<file path="config.mk">
export PLATFORM = sky130hd
export DESIGN_NAME = gpio_avalon_arb_flat
export DESIGN_NICKNAME = d
export VERILOG_FILES = /design/src/rtl/gpio_avalon_arb_if.sv /design/src/rtl/gpio_avalon_arb.sv /design/src/flat_wrapper.sv
export SDC_FILE = /design/constraint.sdc
export NUM_CORES = 1
export LEC_CHECK = 0
export ABC_AREA = 1
export BUFFER_PORTS_ARGS = -buffer_cell sky130_fd_sc_hd__buf_2
export CORE_AREA = 4 4 84 86
export CTS_BUF_LIST = sky130_fd_sc_hd__clkbuf_4 sky130_fd_sc_hd__clkbuf_8 sky130_fd_sc_hd__clkbuf_16
export CTS_CLUSTER_DIAMETER = 150
export DETAILED_ROUTE_END_ITERATION = 12
export DIE_AREA = 0 0 88 90
export PLACE_DENSITY_LB_ADDON = 0.1
export SLEW_MARGIN = 20
export SYNTH_ARGS = -nofsm -noshare
export SYNTH_HDL_FRONTEND = slang
export SYNTH_SLANG_ARGS = --single-unit
</file>
<file path="constraint.sdc">
create_clock -name clk -period 2.37 [get_ports clk]
set_input_delay 0.5925 -clock clk [delete_from_list [all_inputs] [get_ports clk]]
set_output_delay 0.5925 -clock clk [all_outputs]
set_load 0.005 [all_outputs]
</file>
<file path="src/rtl/gpio_avalon_arb_if.sv">
// rtl/gpio_avalon_arb_if.sv - Avalon-MM master/slave signal bundle shared by arbiter ports
interface gpio_avalon_arb_if #(
    parameter int addr_w = 3,
    parameter int data_w = 32
);
    logic [addr_w-1:0] address;
    logic [data_w-1:0] writedata;
    logic              write;
    logic              read;
    logic              chipselect;
    logic              waitrequest;
    logic [data_w-1:0] readdata;
    logic              readdatavalid;

    modport master (
        output address, writedata, write, read, chipselect,
        input  waitrequest, readdata, readdatavalid
    );

    modport slave (
        input  address, writedata, write, read, chipselect,
        output waitrequest, readdata, readdatavalid
    );
endinterface

</file>
<file path="src/rtl/gpio_avalon_arb.sv">
// rtl/gpio_avalon_arb.sv - two-master round-robin Avalon-MM arbiter for one GPIO slave
// Optional read-timeout abort with sticky timeout_err when ARB_TIMEOUT_EN is defined.
module gpio_avalon_arb #(
    parameter int addr_w = 3,
    parameter int data_w = 32
`ifdef ARB_TIMEOUT_EN
    ,
    parameter int rd_timeout = 15
`endif
) (
    input  logic                clk,
    input  logic                rstn,
    gpio_avalon_arb_if.slave    m0,
    gpio_avalon_arb_if.slave    m1,
    gpio_avalon_arb_if.master   s,
    output logic                timeout_err
);
    typedef enum logic [1:0] {IDLE, ISSUE, WAIT_RD} state_t;

    state_t state_q, state_d;
    logic   owner_q, owner_d;
    logic   last_q, last_d;
    logic   is_rd_q, is_rd_d;

    logic              req0, req1, own_req, own_wr, own_rd;
    logic [addr_w-1:0] own_addr, s_addr;
    logic [data_w-1:0] own_wdata, s_wdata, rd_data, rdd0, rdd1;
    logic              s_wr, s_rd, s_cs, rd_valid;
    logic              wait0, wait1, rdv0, rdv1;

`ifdef ARB_TIMEOUT_EN
    localparam logic [4:0] rd_limit = 5'(rd_timeout);
    logic [4:0] cnt_q, cnt_d;
    logic       terr_q, terr_d;
`endif

    assign req0      = m0.chipselect & (m0.read | m0.write);
    assign req1      = m1.chipselect & (m1.read | m1.write);
    assign own_req   = owner_q ? req1         : req0;
    assign own_wr    = owner_q ? m1.write     : m0.write;
    assign own_rd    = owner_q ? m1.read      : m0.read;
    assign own_addr  = owner_q ? m1.address   : m0.address;
    assign own_wdata = owner_q ? m1.writedata : m0.writedata;

    always_comb begin
        state_d  = state_q;
        owner_d  = owner_q;
        last_d   = last_q;
        is_rd_d  = is_rd_q;
        s_addr   = '0;
        s_wdata  = '0;
        s_wr     = 1'b0;
        s_rd     = 1'b0;
        s_cs     = 1'b0;
        wait0    = 1'b1;
        wait1    = 1'b1;
        rd_valid = 1'b0;
        rd_data  = '0;
`ifdef ARB_TIMEOUT_EN
        cnt_d    = cnt_q;
        terr_d   = terr_q;
`endif
        unique case (state_q)
            IDLE: begin
                if (req0 | req1) begin
                    // A tie goes to whichever master did not win last time.
                    owner_d = (req0 & req1) ? ~last_q : req1;
                    last_d  = owner_d;
                    is_rd_d = owner_d ? (m1.read & ~m1.write) : (m0.read & ~m0.write);
                    state_d = ISSUE;
                end
            end
            ISSUE: begin
                if (owner_q) wait1 = 1'b0;
                else         wait0 = 1'b0;
                s_addr  = own_addr;
                s_wdata = own_wdata;
                if (own_req) begin
                    s_cs    = 1'b1;
                    s_wr    = own_wr;
                    s_rd    = own_rd & ~own_wr;
                    state_d = is_rd_q ? WAIT_RD : IDLE;
                end else begin
                    state_d = IDLE;
                end
`ifdef ARB_TIMEOUT_EN
                cnt_d = '0;
`endif
            end
            WAIT_RD: begin
                rd_valid = s.readdatavalid;
                rd_data  = s.readdata;
                if (s.readdatavalid) begin
                    state_d = IDLE;
                end
`ifdef ARB_TIMEOUT_EN
                else if (cnt_q == rd_limit) begin
                    rd_valid = 1'b1;
                    rd_data  = '0;
                    terr_d   = 1'b1;
                    state_d  = IDLE;
                end else begin
                    cnt_d = cnt_q + 5'd1;
                end
`endif
            end
            default: state_d = IDLE;
        endcase
    end

    // Read data is steered to the owner only; the other master sees zeros.
    assign rdv0 = rd_valid & ~owner_q;
    assign rdv1 = rd_valid &  owner_q;
    assign rdd0 = owner_q ? '0 : rd_data;
    assign rdd1 = owner_q ? rd_data : '0;

    always_ff @(posedge clk) begin
        if (!rstn) begin
            state_q <= IDLE;
            owner_q <= 1'b0;
            last_q  <= 1'b1;
            is_rd_q <= 1'b0;
`ifdef ARB_TIMEOUT_EN
            cnt_q   <= '0;
            terr_q  <= 1'b0;
`endif
        end else begin
            state_q <= state_d;
            owner_q <= owner_d;
            last_q  <= last_d;
            is_rd_q <= is_rd_d;
`ifdef ARB_TIMEOUT_EN
            cnt_q   <= cnt_d;
            terr_q  <= terr_d;
`endif
        end
    end

`ifdef ARB_TIMEOUT_EN
    assign timeout_err = terr_q;
`else
    assign timeout_err = 1'b0;
`endif

    assign s.address          = s_addr;
    assign s.writedata        = s_wdata;
    assign s.write            = s_wr;
    assign s.read             = s_rd;
    assign s.chipselect       = s_cs;
    assign m0.waitrequest     = wait0;
    assign m1.waitrequest     = wait1;
    assign m0.readdatavalid   = rdv0;
    assign m1.readdatavalid   = rdv1;
    assign m0.readdata        = rdd0;
    assign m1.readdata        = rdd1;
endmodule

</file>
<file path="src/flat_wrapper.sv">
// flat-port wrapper written by rule: the top's interface ports become plain ports
module gpio_avalon_arb_flat 
#(
    parameter int addr_w = 3,
    parameter int data_w = 32

)
  (clk, rstn, timeout_err, m0_address, m0_writedata, m0_write, m0_read, m0_chipselect, m0_waitrequest, m0_readdata, m0_readdatavalid, m1_address, m1_writedata, m1_write, m1_read, m1_chipselect, m1_waitrequest, m1_readdata, m1_readdatavalid, s_address, s_writedata, s_write, s_read, s_chipselect, s_waitrequest, s_readdata, s_readdatavalid);
  gpio_avalon_arb_if #(.addr_w(addr_w), .data_w(data_w)) m0_i ();
  gpio_avalon_arb_if #(.addr_w(addr_w), .data_w(data_w)) m1_i ();
  gpio_avalon_arb_if #(.addr_w(addr_w), .data_w(data_w)) s_i ();
  input  logic clk;
  input  logic rstn;
  output logic timeout_err;
  input wire logic [$bits(m0_i.address)-1:0] m0_address;
  input wire logic [$bits(m0_i.writedata)-1:0] m0_writedata;
  input wire logic [$bits(m0_i.write)-1:0] m0_write;
  input wire logic [$bits(m0_i.read)-1:0] m0_read;
  input wire logic [$bits(m0_i.chipselect)-1:0] m0_chipselect;
  output wire logic [$bits(m0_i.waitrequest)-1:0] m0_waitrequest;
  output wire logic [$bits(m0_i.readdata)-1:0] m0_readdata;
  output wire logic [$bits(m0_i.readdatavalid)-1:0] m0_readdatavalid;
  input wire logic [$bits(m1_i.address)-1:0] m1_address;
  input wire logic [$bits(m1_i.writedata)-1:0] m1_writedata;
  input wire logic [$bits(m1_i.write)-1:0] m1_write;
  input wire logic [$bits(m1_i.read)-1:0] m1_read;
  input wire logic [$bits(m1_i.chipselect)-1:0] m1_chipselect;
  output wire logic [$bits(m1_i.waitrequest)-1:0] m1_waitrequest;
  output wire logic [$bits(m1_i.readdata)-1:0] m1_readdata;
  output wire logic [$bits(m1_i.readdatavalid)-1:0] m1_readdatavalid;
  output wire logic [$bits(s_i.address)-1:0] s_address;
  output wire logic [$bits(s_i.writedata)-1:0] s_writedata;
  output wire logic [$bits(s_i.write)-1:0] s_write;
  output wire logic [$bits(s_i.read)-1:0] s_read;
  output wire logic [$bits(s_i.chipselect)-1:0] s_chipselect;
  input wire logic [$bits(s_i.waitrequest)-1:0] s_waitrequest;
  input wire logic [$bits(s_i.readdata)-1:0] s_readdata;
  input wire logic [$bits(s_i.readdatavalid)-1:0] s_readdatavalid;
  assign m0_i.address = m0_address;
  assign m0_i.writedata = m0_writedata;
  assign m0_i.write = m0_write;
  assign m0_i.read = m0_read;
  assign m0_i.chipselect = m0_chipselect;
  assign m0_waitrequest = m0_i.waitrequest;
  assign m0_readdata = m0_i.readdata;
  assign m0_readdatavalid = m0_i.readdatavalid;
  assign m1_i.address = m1_address;
  assign m1_i.writedata = m1_writedata;
  assign m1_i.write = m1_write;
  assign m1_i.read = m1_read;
  assign m1_i.chipselect = m1_chipselect;
  assign m1_waitrequest = m1_i.waitrequest;
  assign m1_readdata = m1_i.readdata;
  assign m1_readdatavalid = m1_i.readdatavalid;
  assign s_address = s_i.address;
  assign s_writedata = s_i.writedata;
  assign s_write = s_i.write;
  assign s_read = s_i.read;
  assign s_chipselect = s_i.chipselect;
  assign s_i.waitrequest = s_waitrequest;
  assign s_i.readdata = s_readdata;
  assign s_i.readdatavalid = s_readdatavalid;
  gpio_avalon_arb #(.addr_w(addr_w), .data_w(data_w)) u_core (.clk(clk), .rstn(rstn), .m0(m0_i), .m1(m1_i), .s(s_i), .timeout_err(timeout_err));
endmodule
</file>
==> flow_summary.yaml <==
synth:
  ys_seq_area_share_pct: 6.63
  synth_area_um2: 1510
  syn_inst: 212
  avgSynthCellArea_um2: 7.12
  synth_async_sr_flop_share_pct: 0
  yosys-top-cells-area: "nor3_2 27%, a22o_1 20%, inv_1 11%"
  synth_edf_count: 0
  yosysMostFrequentCell: "inv_1"
  ys_ff_latch: 5
  syn_nets: 324
  synth_top_area_share_pct: 26.5
  synth.largest_area_cell: "nor3_2"
  ys_top_cells_by_count: "43 x inv_1, 40 x nor3_2, 35 x a22o_1"
  synth_ff_type: "dfxtp_1"
  yosys.cell_types.count: 22
  yosysWarningCount: 0
route:
  first_pass_iters: 4
  drt_iter0_drc: 42
  num_vias: 2202
  ant_nets: 0
  routedWlPerCell_um: 14.3
  finalWirelength_um: 7050
  vias_per_cell: 4.47
  drc: 0
clocking:
  cts_setup_buffers: 0
  cts_resized: 0
  cts_hold_buffers: 0
  cts_tree: "done"
  cts_sinks: 5
  htreeDepth: 1
  cts_buffers: 3
  worstSkewPairLatency_ps: 220
  clock-root-buffer: "clkbuf_8"
  cts_buffer_depth: 2
  clkTransAtPathRegs_ps: 30
critical_path:
  path_common_cell: "nand2_4"
  regToRegSetupSlack_ps: 1030
  worstPathRequired_ps: 1780
  worst-path-buf-inv: 2
  worst_setup_path_start_kind: "register"
  path_depth: 7
  cp_max_fo: 37
  slowest_stage: "nor2_8"
  cp-end-kind: "output port"
  slowest_delay_ps: 420
  crit_chain: "nand2_4, nor2_8, nand2_4, nand2_4, inv_1, nor2_1, buf_2"
  r2r_cells: 6
  worst_ep_arrival_time_ps: 1580
  path_class: "reg -> out"
  crit_family: "simple AND/OR/NAND/NOR gates"
layout:
  ff_latch_area_um2: 101
  syn2layout_area_growth_pct: 73.4
  layout.nets: 529
  fillers: 705
  final_layout_size_suffix_gt1_share_pct: 66.8
  multi_input_area_um2: 1070
  n_antenna_cell: 0
pwr:
  finalPower_uw: 618
  peakVddDrop_mv: 0.388
  powerDensity_nw_per_um2: 236
  p_leak_uw: 0.00170
global_route:
  grt_max_degree: 41
  grt_pass1_wl_um: 10200
  antenna_found_initial: 0
  grtUsageTotal_pct: 15.6
  grt-ovfl-total: 0
  grt_pass1_vias: 2045
floorplanning:
  fp.dieW_um: 88
  fp.coreArea_um2: 6280
  design.die.area_um2: 7920
  ios: 219
  rows: 29
  die_h_um: 90
  start_util_pct: 24.0
job:
  drv_cap: 0
timing:
  period_needed_ps: 2170
  relSlewSlack_pct: 65.6
  timing.setup.tns_ps: 0
  tightest_slew_ps: 516
  fmax_ghz: 0.461
  rsz0062_at_grt: "false"
  finalSetupViolCount: 0
  hold_viol: 0
  fin_crit_sh_pct: 91.5
  fin_skew_ps: 0.471
  slew_viol_final: 0
status:
  outcome: "complete, no violations"
placement:
  io_buffers: 216
  dpl.hpwl_um: 5870
  gp_congestion: 0.741
worst_hold_path:
  whs_path_depth: 2
  hold_path_class: "reg -> reg"
-- where the power goes --
| group | switching (µW) | leakage [µW] | internal (µW) |
|---|---|---|---|
| sequential | 7.85 | 0.0000416 | 92.3 |
| clock | 39.9 | 0.0000262 | 127 |
| combinational | 191 | 0.00163 | 160 |
-- per-stage QoR --
step | utilization, % | hold slack, ps | instances | setup slack, ps | cell area [µm²]
4_1_cts | 41.7 | 474 | 493 | 179 | 2620
3_5_place_dp | 40.9 | 467 | 489 | 424 | 2570
5_1_grt | 41.7 | 491 | 493 | 54.6 | 2620
3_3_place_gp | 40.9 | 447 | 489 | 430 | 2570
2_1_floorplan | - | 430 | 212 | 691 | 1510
6_report | 41.7 | 467 | 493 | 201 | 2620
-- tightest hold or removal path: cells and delay by family (launching register included) --
kind | cells | cell delay, ps
compound gates | 1 | 40
flops | 1 | 310
simple gates | 1 | 70
-- sequential cells by signal, indices dropped and copies added, names as in the netlist --
name and count:
u_core.is_rd_q 1, u_core.state_q 2, u_core.last_q 1, u_core.owner_q 1
-- kinds of logic (layout without fill, tap and decap cells) --
family | count (synthesis) | after routing | synth area share (%)
and+or+nand+nor | 99 | 99 | 48.2
buffers and inverters | 67 | 271 | 22.7
AOI/OAI and AO/OA | 40 | 40 | 22.2
DFF | 5 | 5 | 6.63
other | 1 | 1 | 0.249
-- worst paths after layout --
kind                             startpoint                        endpoint
min             u_core.is_rd_q$_SDFFE_PN0P_  u_core.state_q[1]$_SDFFE_PN0P_
max          u_core.state_q[0]$_SDFFE_PN0P_                         s_write
min reg2reg     u_core.is_rd_q$_SDFFE_PN0P_  u_core.state_q[1]$_SDFFE_PN0P_
max reg2reg  u_core.state_q[0]$_SDFFE_PN0P_  u_core.state_q[1]$_SDFFE_PN0P_
-- metal layers --
metal / vias to the layer above / global-route usage, % / share of wire, % / wire length [µm]
li1: 1122 / - / - / -
met1: 950 / 15.9 / 34 / 2410
met2: 122 / 29.1 / 49 / 3490
met3: 8 / 6.86 / 15 / 1060
met4: 0 / 2.30 / 1.5 / 103
met5: - / 0 / 0 / 0
-- area by class of cell --
class,instances,area share [%]
well taps,77,3.68
clock buffers,4,1.87
flip-flops and latches,5,3.87
repair buffers,221,43.2
inverters,46,6.60
multi-input cells,140,40.7
-- layout by cell type, fill, tap and decap left out --
cell,n
o21ai_0,2
dfxtp_1,4
nand2_2,1
a21oi_1,2
dfxtp_2,1
nor2_8,2
conb_1,1
clkbuf_8,3
nor3_1,26
nor2_2,1
inv_2,3
nand3_1,4
inv_1,43
nand2_1,17
buf_12,1
buf_4,4
nor2_1,4
nor3_2,40
buf_2,216
a22o_1,35
clkbuf_4,1
nand2_4,4
a21oi_2,1
Note: power is estimated with default switching activity, not from simulation.
